--- src/rtl/pipe_ctrl_pkg.sv ---
// Shared types for the pipe hazard controller: action states, forward selects, scoreboard slot.
// No logic of its own; pure type and constant definitions.
// Not applicable (no handshake).
package pipe_ctrl_pkg;

  localparam int REG_W = 5;

  typedef logic [REG_W-1:0] reg_addr_t;

  typedef enum logic [1:0] {
    ST_RUN   = 2'd0,
    ST_STALL = 2'd1,
    ST_FLUSH = 2'd2
  } state_e;

  typedef enum logic [1:0] {
    FWD_REG   = 2'b00,
    FWD_EXMEM = 2'b01,
    FWD_MEMWB = 2'b10
  } fwd_sel_e;

  // rs/rt hold zero when the instruction does not read that operand.
  typedef struct packed {
    logic      valid;
    reg_addr_t wr_addr;
    logic      is_load;
    reg_addr_t rs;
    reg_addr_t rt;
  } slot_t;

  localparam slot_t SLOT_EMPTY = '0;

endpackage

--- src/rtl/pipe_hazard_cmp.sv ---
// Compares one scoreboard writer against an rs/rt operand pair.
// Purely combinational, zero latency.
// No backpressure; outputs follow inputs.
module pipe_hazard_cmp
  import pipe_ctrl_pkg::*;
(
  input  logic             slot_valid,
  input  logic [REG_W-1:0] slot_wr_addr,
  input  logic [REG_W-1:0] rs,
  input  logic [REG_W-1:0] rt,
  input  logic             use_rs,
  input  logic             use_rt,
  output logic             hit_rs,
  output logic             hit_rt
);

  assign hit_rs = slot_valid & use_rs & (slot_wr_addr == rs);
  assign hit_rt = slot_valid & use_rt & (slot_wr_addr == rt);

endmodule

--- src/rtl/pipe_hazard_ctrl.sv ---
// Hazard/sequencing controller for the 5-stage pipe; optional forwarding under PIPE_FWD_EN.
// Control outputs combinational (zero latency); scoreboard, state and counters registered.
// Stalls hold PC and IF/ID and bubble ID/EX; a taken branch flushes IF/ID and overrides any stall.
module pipe_hazard_ctrl
  import pipe_ctrl_pkg::*;
#(
  parameter int CNT_W = 16
)(
  input  logic             clk_i,
  input  logic             rst_i,
  input  logic [REG_W-1:0] id_rs_i,
  input  logic [REG_W-1:0] id_rt_i,
  input  logic             id_uses_rs_i,
  input  logic             id_uses_rt_i,
  input  logic             id_wr_en_i,
  input  logic [REG_W-1:0] id_wr_addr_i,
  input  logic             id_mem_read_i,
  input  logic             ex_branch_taken_i,
  output logic             pc_write_o,
  output logic             ifid_write_o,
  output logic             ifid_flush_o,
  output logic             idex_bubble_o,
  output logic [1:0]       fwd_a_o,
  output logic [1:0]       fwd_b_o,
  output logic [1:0]       state_o,
  output logic [CNT_W-1:0] stall_cnt_o,
  output logic [CNT_W-1:0] flush_cnt_o
);

  slot_t            ex_q, mem_q, wb_q, ex_d;
  state_e           state_q, state_d;
  logic [CNT_W-1:0] stall_cnt_q, flush_cnt_q;
  logic [2:0]       hit_rs, hit_rt;   // [0] EX, [1] MEM, [2] WB
  logic             stall;
  logic             unused_bits;

  pipe_hazard_cmp u_cmp_ex (
    .slot_valid(ex_q.valid), .slot_wr_addr(ex_q.wr_addr),
    .rs(id_rs_i), .rt(id_rt_i), .use_rs(id_uses_rs_i), .use_rt(id_uses_rt_i),
    .hit_rs(hit_rs[0]), .hit_rt(hit_rt[0])
  );

  pipe_hazard_cmp u_cmp_mem (
    .slot_valid(mem_q.valid), .slot_wr_addr(mem_q.wr_addr),
    .rs(id_rs_i), .rt(id_rt_i), .use_rs(id_uses_rs_i), .use_rt(id_uses_rt_i),
    .hit_rs(hit_rs[1]), .hit_rt(hit_rt[1])
  );

  pipe_hazard_cmp u_cmp_wb (
    .slot_valid(wb_q.valid), .slot_wr_addr(wb_q.wr_addr),
    .rs(id_rs_i), .rt(id_rt_i), .use_rs(id_uses_rs_i), .use_rt(id_uses_rt_i),
    .hit_rs(hit_rs[2]), .hit_rt(hit_rt[2])
  );

`ifdef PIPE_FWD_EN
  logic fa_mem, fb_mem, fa_wb, fb_wb;

  // A load in MEM has no data yet; the load-use stall keeps it from being needed.
  pipe_hazard_cmp u_fwd_mem (
    .slot_valid(mem_q.valid & ~mem_q.is_load), .slot_wr_addr(mem_q.wr_addr),
    .rs(ex_q.rs), .rt(ex_q.rt), .use_rs(1'b1), .use_rt(1'b1),
    .hit_rs(fa_mem), .hit_rt(fb_mem)
  );

  pipe_hazard_cmp u_fwd_wb (
    .slot_valid(wb_q.valid), .slot_wr_addr(wb_q.wr_addr),
    .rs(ex_q.rs), .rt(ex_q.rt), .use_rs(1'b1), .use_rt(1'b1),
    .hit_rs(fa_wb), .hit_rt(fb_wb)
  );

  // WB still stalls: the register file write lands on the edge, no write-through.
  assign stall = (ex_q.is_load & (hit_rs[0] | hit_rt[0])) | hit_rs[2] | hit_rt[2];

  always_comb begin
    fwd_a_o = FWD_REG;
    fwd_b_o = FWD_REG;
    if (rst_i) begin
      if (fa_mem)     fwd_a_o = FWD_EXMEM;
      else if (fa_wb) fwd_a_o = FWD_MEMWB;
      if (fb_mem)     fwd_b_o = FWD_EXMEM;
      else if (fb_wb) fwd_b_o = FWD_MEMWB;
    end
  end

  assign unused_bits = ^{hit_rs[1], hit_rt[1], wb_q.is_load, wb_q.rs, wb_q.rt};
`else
  assign stall       = (|hit_rs) | (|hit_rt);
  assign fwd_a_o     = FWD_REG;
  assign fwd_b_o     = FWD_REG;
  assign unused_bits = ^{wb_q.is_load, wb_q.rs, wb_q.rt};
`endif

  always_comb begin
    pc_write_o    = 1'b0;
    ifid_write_o  = 1'b0;
    ifid_flush_o  = 1'b0;
    idex_bubble_o = 1'b0;
    state_d       = ST_RUN;
    if (rst_i) begin
      if (ex_branch_taken_i) begin
        pc_write_o    = 1'b1;
        ifid_write_o  = 1'b1;
        ifid_flush_o  = 1'b1;
        idex_bubble_o = 1'b1;
        state_d       = ST_FLUSH;
      end else if (stall) begin
        idex_bubble_o = 1'b1;
        state_d       = ST_STALL;
      end else begin
        pc_write_o   = 1'b1;
        ifid_write_o = 1'b1;
      end
    end
  end

  always_comb begin
    ex_d = SLOT_EMPTY;
    if (!idex_bubble_o) begin
      ex_d.valid   = id_wr_en_i & (id_wr_addr_i != '0);
      ex_d.wr_addr = id_wr_addr_i;
      ex_d.is_load = id_mem_read_i;
      ex_d.rs      = id_uses_rs_i ? id_rs_i : '0;
      ex_d.rt      = id_uses_rt_i ? id_rt_i : '0;
    end
  end

  always_ff @(posedge clk_i or negedge rst_i) begin
    if (!rst_i) begin
      ex_q        <= SLOT_EMPTY;
      mem_q       <= SLOT_EMPTY;
      wb_q        <= SLOT_EMPTY;
      state_q     <= ST_RUN;
      stall_cnt_q <= '0;
      flush_cnt_q <= '0;
    end else begin
      ex_q    <= ex_d;
      mem_q   <= ex_q;
      wb_q    <= mem_q;
      state_q <= state_d;
      if (state_d == ST_STALL && stall_cnt_q != '1)
        stall_cnt_q <= stall_cnt_q + CNT_W'(1);
      if (state_d == ST_FLUSH && flush_cnt_q != '1)
        flush_cnt_q <= flush_cnt_q + CNT_W'(1);
    end
  end

  assign state_o     = state_q;
  assign stall_cnt_o = stall_cnt_q;
  assign flush_cnt_o = flush_cnt_q;

endmodule

--- config.mk ---
export PLATFORM = sky130hd
export DESIGN_NAME = pipe_hazard_ctrl
export DESIGN_NICKNAME = d
export VERILOG_FILES = /design/src/rtl/pipe_ctrl_pkg.sv /design/src/rtl/pipe_hazard_cmp.sv /design/src/rtl/pipe_hazard_ctrl.sv
export SDC_FILE = /design/constraint.sdc
export NUM_CORES = 1
export LEC_CHECK = 0
export CAP_MARGIN = 20
export CORE_MARGIN = 2
export CORE_UTILIZATION = 45
export DETAILED_ROUTE_END_ITERATION = 10
export DONT_BUFFER_PORTS = 1
export PLACE_DENSITY = 0.7
export SLEW_MARGIN = 10
export SYNTH_ARGS = -nofsm -noshare
export SYNTH_HDL_FRONTEND = slang
export SYNTH_SLANG_ARGS = --single-unit
--- constraint.sdc ---
create_clock -name clk_i -period 2.1 [get_ports clk_i]
set_input_delay 0 -clock clk_i [delete_from_list [all_inputs] [get_ports clk_i]]
set_output_delay 0 -clock clk_i [all_outputs]
set_load 0.02 [all_outputs]
==> flow_summary.json, run 1 <==
{
  "peakVddDrop_mv": 0.592,
  "critical_path.startpoint_type": "register",
  "relSlewSlack_pct": 57.5,
  "grt_pass1_wl_mm": 8.88,
  "p_per_area_nw_per_um2": 722,
  "layout-drive-gt1-share_pct": 19.5,
  "cp_cell_sequence": "xnor2_2 -> nand4_1 -> o22a_1 -> and3_4 -> or3_4 -> mux2_4",
  "setup_viol": 0,
  "die_w_um": 79.5,
  "synth-adder-area-share_pct": 0.976,
  "clk_pin_slew_worst_paths_ns": 0.10,
  "vias": 1803,
  "multiInputGateArea_um2": 1240,
  "dieArea_um2": 6320,
  "seq_area_um2": 1300,
  "grtUsageTotal_pct": 18.1,
  "grt_antenna_before_repair": 0,
  "numPortBuffers": 0,
  "cts_tree": "built",
  "htreeDepth": 2,
  "diodes": 0,
  "min_period_ns": 1.96,
  "grt_max_degree": 55,
  "synth.area.mux_share_pct": 1.02,
  "fmax_mhz": 511,
  "area_growth_pct": 18.1,
  "synth-simple-area-share_pct": 21.0,
  "wl_per_cell_um": 15.8,
  "core-area_um2": 5510,
  "fin_util_pct": 55.0,
  "numCtsBuffers": 5,
  "drc": 0,
  "io_pins": 64,
  "tns_ns": 0,
  "layout_common_cells": "dfrtp_1 (52), xnor2_1 (37), buf_4 (25)",
  "die_height_um": 79.5,
  "clock_sinks": 52,
  "rows": 27,
  "synth_cells": 225,
  "final_common_cell": "dfrtp_1",
  "synth_top_family_by_area": "simple AND/OR/NAND/NOR gates",
  "nNetsFinal": 284,
  "crit_arrival_ns": 2.15,
  "critPathMaxFanout": 3,
  "clock_latency_ns": 0.30,
  "firstDrtPassIters": 4,
  "gp_congestion": 0.776,
  "grt_setup_unrepaired": "false",
  "clockBufferDepth": 2,
  "dp_hpwl_mm": 3.77,
  "slew_violations": 0,
  "ys_warn_count": 0,
  "wl_mm": 5.27,
  "seq_area_frac_synth_pct": 50.8,
  "p_leak_nw": 1.37,
  "dp_worst_setup_slack_ns": 0.0962,
  "post_drt_via_cell_ratio": 5.41,
  "hold_class": "input pin to register",
  "skew_ns": 0.00797,
  "cts-root-buf": "clkbuf_8",
  "crit_path_end_kind": "register",
  "timing.hold.ws_ns": 0.0106,
  "synth_cell_types": 34,
  "synth.ff_latch_count": 52,
  "drt_iter0_drc": 83,
  "grt_overflow": 0,
  "min_period_over_period_pct": 93.2,
  "maxCapViolations": 0,
  "status": "completed",
  "post_cts_buffers": 0,
  "timing.final.ws_setup_ns": 0.142,
  "critPathTopFamily": "simple AND/OR/NAND/NOR gates",
  "worstPathRequired_ns": 2.29,
  "crit_type": "register to register",
  "grt_pass1_vias": 1871,
  "hold_viol": 0,
  "fill_cells": 497,
  "synth_area_per_cell_um2": 11.4,
  "antenna_left": 0,
  "slowest_stage": "dfrtp_1",
  "critPathMaxStageDelay_ns": 0.43,
  "critPathBufInv": 0,
  "finalPower_mw": 2.19,
  "synth_compound_area_share_pct": 2.44,
  "worst_pin_slew_ns": 0.635,
  "synth-xor-area-share_pct": 20.5,
  "initial_core_util_pct": 46.6,
  "synthesis.area_um2": 2560
}
==> final timing paths <==
check / startpoint / end / slack, ns / depth (start not counted)
min in group asynchronous: rst_i / wb_q[15] / 0.21 / 2
min reg2reg: mem_q[16] / wb_q[16] / 0.41 / 0
max reg2reg: wb_q[13] / stall_cnt_o[1] / 0.14 / 6
max: wb_q[13] / stall_cnt_o[1] / 0.14 / 6
max in group asynchronous: rst_i / flush_cnt_o[5] / 1.67 / 2
min: rst_i / ex_q[16] / 0.01 / 2
==> stage by stage <==
step	cells	area, um^2
final	333	3030
after global routing	333	3030
after CTS	333	2980
after detailed placement	316	2790
after global placement	316	2790
after floorplan	228	2570
==> cell usage after synthesis <==
| master | n | area, um^2 |
|---|---|---|
| o22a_1 | 3 | 26.3 |
| or3_1 | 2 | 12.5 |
| inv_1 | 4 | 15.0 |
| mux2_4 | 1 | 15.0 |
| and3_1 | 4 | 25.0 |
| nand2b_1 | 1 | 6.26 |
| nor4_2 | 5 | 62.6 |
| nor3b_1 | 1 | 7.51 |
| nor2_1 | 6 | 22.5 |
| nand3_1 | 19 | 95.1 |
| nor3_1 | 6 | 30.0 |
| nor4b_2 | 1 | 15.0 |
| and4_1 | 2 | 17.5 |
| or3_4 | 1 | 11.3 |
| mux2_2 | 1 | 11.3 |
| ha_1 | 2 | 25.0 |
| o21ai_0 | 2 | 10.0 |
| nand2_1 | 9 | 33.8 |
| xor2_1 | 22 | 193 |
| nor4_1 | 6 | 37.5 |
| xnor2_1 | 38 | 333 |
| or4b_2 | 1 | 10.0 |
| o311a_1 | 1 | 10.0 |
| o311ai_2 | 1 | 16.3 |
| nor4b_1 | 1 | 8.76 |
| conb_1 | 1 | 3.75 |
| and2_1 | 7 | 43.8 |
| buf_2 | 1 | 5.00 |
| nand4_1 | 15 | 93.8 |
| dfrtp_1 | 52 | 1300 |
| nor2b_1 | 1 | 6.26 |
| buf_6 | 1 | 11.3 |
| buf_1 | 1 | 3.75 |
| buf_4 | 6 | 45.0 |
==> layer usage <==
metal / global-route usage, % / wire [um] / vias to the layer above / part of all wire (%)
met5: 0 / 0 / - / 0
met4: 6.72 / 74 / 0 / 1.4
met3: 4.75 / 390 / 8 / 7.4
met2: 29.9 / 2650 / 58 / 50
met1: 22.7 / 2160 / 886 / 41
li1: - / - / 851 / -
==> registers in the layout, indices dropped and copies added, names as in the netlist <==
signal       cells
ex_q             6
state_o          2
flush_cnt_o     16
wb_q             6
stall_cnt_o     16
mem_q            6
==> what timing repair did <==
| action | in CTS | in global routing |
|---|---|---|
| hold buffers | 9 | 0 |
| resized for setup | 0 | 9 |
| endpoints found under the setup margin | 0 | 12 |
| endpoints found under the hold margin | 72 | 0 |
==> power by group <==
part / switching (mW) / leakage [nW] / total [mW] / internal [mW]
clock network: 0.325 / 0.0479 / 0.558 / 0.233
registers: 0.152 / 0.684 / 1.24 / 1.09
logic: 0.199 / 0.640 / 0.383 / 0.184
total: 0.677 / 1.37 / 2.19 / 1.51
==> cell families (layout without fill, tap and decap cells) <==
family	Yosys count	count (layout)
mux	2	2
flops	52	52
fa+ha+maj	2	2
simple gates	88	88
buf+inv	13	46
xor+xnor	60	60
compound gates	7	7
other cells	1	4
==> layout make-up <==
| cell class | instances | share of cell area, % |
|---|---|---|
| sequential | 52 | 43.0 |
| multi-input combinational | 163 | 40.9 |
| timing repair buffer | 34 | 9.75 |
| tap | 72 | 2.98 |
| clock buffer | 5 | 2.27 |
| clock inverter | 3 | 0.620 |
| inverter | 4 | 0.496 |
Power figures use the tool's default switching activity.
==> run 2, diff against run 1 <==
Settings changed: RECOVER_POWER set to 25.
==> run 2 against run 1 <==
  * Critical path depth did not move
  * Cell area shrank 0.74%
  * Core utilization down 0.41 points
  * Die area unchanged
  * Setup slack is essentially flat
  * Wire length hardly changed
  * Via count is 0.11% higher
  * Cell count did not move
  * Combinational power decreased by 1%
  * Sequential power is essentially flat
  * Critical endpoint unchanged
  * Largest cell class unchanged
  * Largest power group unchanged
==> flow_summary.json, run 2 (same netlist as run 1, synthesis figures left out) <==
{
  "status": "completed",
  "hold_depth": 2,
  "critPathTopFamily": "simple AND/OR/NAND/NOR gates",
  "min_period_ns": 1.96,
  "cts_tree": "built",
  "hold_class": "input pin to register",
  "worstPathRequired_ns": 2.29,
  "cp_cell_sequence": "xnor2_2 -> nand4_1 -> o22a_1 -> and3_4 -> or3_4 -> mux2_4",
  "worst_pin_slew_ns": 1.26,
  "diodes": 0,
  "multiInputGateArea_um2": 1240,
  "grt_overflow": 0,
  "seq_area_um2": 1300,
  "slowest_stage": "dfrtp_1",
  "critPathMaxStageDelay_ns": 0.43,
  "die_w_um": 79.5,
  "postLayoutCellArea_um2": 3010,
  "placed_cells": 316,
  "relSlewSlack_pct": 16.1,
  "crit_type": "register to register",
  "gp_congestion": 0.776,
  "fmax_mhz": 511,
  "fin_cells": 333,
  "p_per_area_nw_per_um2": 726,
  "layout-drive-gt1-share_pct": 19.5,
  "reg2reg_depth": 6,
  "dpl_cell_area_um2": 2790,
  "wl_per_cell_um": 15.8,
  "area_growth_pct": 17.2,
  "slew_violations": 0,
  "die_height_um": 79.5,
  "clock_sinks": 52,
  "clk_pin_slew_worst_paths_ns": 0.10,
  "skew_ns": 0.00788,
  "final_common_cell": "dfrtp_1",
  "grt_antenna_before_repair": 0,
  "initial_core_util_pct": 46.6,
  "wl_mm": 5.27,
  "nNetsFinal": 284,
  "hold_end": "ex_q[16]",
  "dieArea_um2": 6320,
  "fill_cells": 500,
  "numPortBuffers": 0,
  "layout_common_cells": "dfrtp_1 (52), xnor2_1 (37), buf_4 (25)",
  "clock_latency_ns": 0.30,
  "min_period_over_period_pct": 93.2,
  "grt_setup_unrepaired": "false",
  "worstHoldStart": "rst_i",
  "antenna_left": 0,
  "dp_hpwl_mm": 3.77,
  "clockBufferDepth": 2,
  "grtUsageTotal_pct": 18.1,
  "drt_iter0_drc": 83,
  "reg2reg_from": "wb_q[13]",
  "post_drt_via_cell_ratio": 5.42,
  "firstDrtPassIters": 4,
  "grt_max_degree": 55,
  "grt_pass1_wl_mm": 8.88,
  "vias": 1805,
  "critPathMaxFanout": 3,
  "critical_path.startpoint_type": "register",
  "maxCapViolations": 0,
  "hold_viol": 0,
  "grt_pass1_vias": 1871,
  "worst-path-stages": 6,
  "finalPower_mw": 2.18,
  "peakVddDrop_mv": 0.592,
  "p_leak_nw": 1.36,
  "io_pins": 64,
  "tns_ns": 0,
  "core-area_um2": 5510,
  "cts-root-buf": "clkbuf_8",
  "rows": 27,
  "setup_viol": 0,
  "numCtsBuffers": 5,
  "htreeDepth": 2,
  "rr_endpoint": "stall_cnt_o[1]",
  "crit_arrival_ns": 2.15,
  "critPathBufInv": 0,
  "drc": 0,
  "rrSetupSlack_ns": 0.14,
  "crit_path_end_kind": "register"
}
run 2: layout make-up:
class                           count  share of cell area (%)
Tap cell                           72                    3.00
Timing Repair Buffer               34                    9.08
Clock buffer                        5                    2.29
Sequential cell                    52                    43.3
Inverter                            4                   0.500
Multi-Input combinational cell    163                    41.2
Clock inverter                      3                   0.624
run 2: power by group:
group | switching (mW) | internal (mW)
clock | 0.325 | 0.233
sequential | 0.152 | 1.09
combinational | 0.199 | 0.179
run 2: through the flow:
stage	hold slack (ns)	util, %	setup slack (ns)
2_1_floorplan	-0.296	-	0.111
3_3_place_gp	-0.295	50.6	0.139
3_5_place_dp	-0.295	50.6	0.0962
4_1_cts	0.0184	54.2	0.0714
5_1_grt	0.0442	54.6	0.0226
6_report	0.0106	54.6	0.142
run 2: how the worst max path moves through the flow:
| stage | slack (ns) | startpoint | endpoint |
|---|---|---|---|
| finish | 0.14 | wb_q[13] | stall_cnt_o[1] |
| global placement | 0.14 | wb_q[15] | stall_cnt_o[1] |
| CTS | 0.07 | wb_q[13] | stall_cnt_o[1] |
| global route | 0.02 | wb_q[13] | stall_cnt_o[15] |
| detailed placement | 0.1 | wb_q[13] | stall_cnt_o[1] |
| floorplan | 0.11 | stall_cnt_o[0] | stall_cnt_o[14] |
run 2: routing by layer:
metal / wire (um) / share of wire, % / track usage [%] / up-vias
met3: 390 / 7.4 / 4.75 / 8
met1: 2160 / 41 / 22.7 / 888
li1: - / - / - / 851
met5: 0 / 0 / 0 / -
met4: 74 / 1.4 / 6.72 / 0
met2: 2650 / 50 / 29.9 / 58
run 2: what timing repair did:
action,in CTS,in global routing
endpoints found under the setup margin,0,12
resized for setup,0,9
hold buffers,9,0
hold endpoints to repair,72,0
setup buffers,0,0
==> run 3, diff against run 2 <==
Clock period 2.1 ns to 2.3 ns, I/O delays scaled along.
==> run 3 against run 2 <==
  * Die area is the same
  * Cell count is 1.2% lower
  * Worst hold slack improved by 0.014 ns
  * Sequential power fell by 6%
  * Total power fell by 4.4%
  * Fmax fell by 6.1%
  * Global-route usage fell by 0.87 points
  * Via count down 3.4%
  * Largest cell class unchanged
==> flow_summary.json, run 3 (same netlist as run 1, synthesis figures left out) <==
{
  "clock_sinks": 52,
  "tns_ns": 0,
  "hold_depth": 3,
  "setup_viol": 0,
  "dpl_cell_area_um2": 2750,
  "initial_core_util_pct": 46.6,
  "reg2reg_depth": 8,
  "p_per_area_nw_per_um2": 705,
  "grtUsageTotal_pct": 17.2,
  "crit_arrival_ns": 2.28,
  "diodes": 0,
  "grt_overflow": 0,
  "startpoint": "wb_q[15]",
  "reg2reg_from": "wb_q[15]",
  "slew_violations": 0,
  "nNetsFinal": 280,
  "fmax_mhz": 480,
  "io_pins": 64,
  "wl_mm": 5.12,
  "postLayoutCellArea_um2": 2960,
  "firstDrtPassIters": 4,
  "layout_common_cells": "dfrtp_1 (52), xnor2_1 (38), xor2_1 (22)",
  "vias": 1744,
  "cts_resized": 0,
  "hold_viol": 0,
  "final_common_cell": "dfrtp_1",
  "critPathMaxFanout": 7,
  "status": "completed",
  "worstHoldStart": "ex_branch_taken_i",
  "die_height_um": 79.5,
  "grt_pass1_wl_mm": 8.38,
  "min_period_ns": 2.08,
  "critical_path.startpoint_type": "register",
  "worstPathRequired_ns": 2.49,
  "htreeDepth": 2,
  "cts_tree": "built",
  "numPortBuffers": 0,
  "cts-root-buf": "clkbuf_8",
  "grt_setup_unrepaired": "false",
  "wl_per_cell_um": 15.5,
  "gp_congestion": 0.785,
  "dieArea_um2": 6320,
  "critPathCapture": "ex_q[16]",
  "relSlewSlack_pct": 12.5,
  "min_period_over_period_pct": 90.6,
  "rrSetupSlack_ns": 0.22,
  "peakVddDrop_mv": 0.489,
  "crit_type": "register to register",
  "core-area_um2": 5510,
  "maxCapViolations": 0,
  "worst_pin_slew_ns": 1.31,
  "clockBufferDepth": 2,
  "dp_hpwl_mm": 3.57,
  "clock_latency_ns": 0.30,
  "rr_endpoint": "ex_q[16]",
  "grt_pass1_vias": 1850,
  "p_leak_nw": 1.33,
  "hold_class": "input pin to register",
  "drc": 0,
  "grt_max_degree": 55,
  "rows": 27,
  "die_w_um": 79.5,
  "antenna_left": 0,
  "grt_antenna_before_repair": 0,
  "crit_path_end_kind": "register",
  "numCtsBuffers": 5,
  "clk_pin_slew_worst_paths_ns": 0.10,
  "drt_iter0_drc": 102,
  "layout-drive-gt1-share_pct": 15.6,
  "post_drt_via_cell_ratio": 5.30,
  "skew_ns": 0.00946,
  "area_growth_pct": 15.3
}
## run 3: area by class of cell
type	count	area, um^2
timing repair buffer	30	245
inverter	4	15.0
sequential	52	1300
clock buffer	5	68.8
multi-input combinational	163	1190
clock inverter	3	42.5
fill	477	2550
tap	72	90.1
## run 3: stage by stage
step                hold WS [ns]  utilization, %  setup slack, ns  std cells  total power [mW]
global route              0.0497            53.7           0.0503        329              2.20
floorplan                 -0.296               -            0.311        228              1.38
CTS                       0.0159            54.1            0.191        329              2.12
detailed placement        -0.295            49.9            0.263        311              1.44
finish                    0.0242            53.7            0.216        329              2.08
global placement          -0.295            49.9            0.277        311              1.44
## run 3: worst max-delay path, cell delays in order, from the launching register on
cell	delay [ns]
dfrtp_1	0.41
xnor2_1	0.19
nand4_1	0.14
o22a_1	0.24
nand3_1	0.10
o21ai_0	0.08
buf_4	0.16
o311a_1	0.11
dlygate4sd3_1	0.56
## run 3: worst min path at each step
stage | endpoint
global route | state_o[1]
detailed placement | stall_cnt_o[10]
CTS | state_o[1]
finish | flush_cnt_o[5]
global placement | stall_cnt_o[10]
floorplan | ex_q[11]
## run 3: power breakdown
group          internal (mW)  switching [mW]  total, mW  leakage, nW
Sequential             0.997           0.160       1.16        0.684
Clock                  0.322           0.302      0.624       0.0541
Combinational          0.149           0.154      0.303        0.595
Total                   1.47           0.616       2.08         1.33
## run 3: layer usage
| metal | vias up | global-route usage [%] | share of wire [%] |
|---|---|---|---|
| met5 | - | 0 | 0 |
| li1 | 839 | - | - |
| met3 | 7 | 4.30 | 6.5 |
| met4 | 0 | 7.59 | 1.5 |
| met1 | 850 | 21.3 | 45 |
| met2 | 48 | 28.4 | 47 |
## run 3: timing repair
action                    in CTS  in global routing
hold buffers                  10                  0
hold endpoints to repair      72                  0
buffers inserted               0                  0
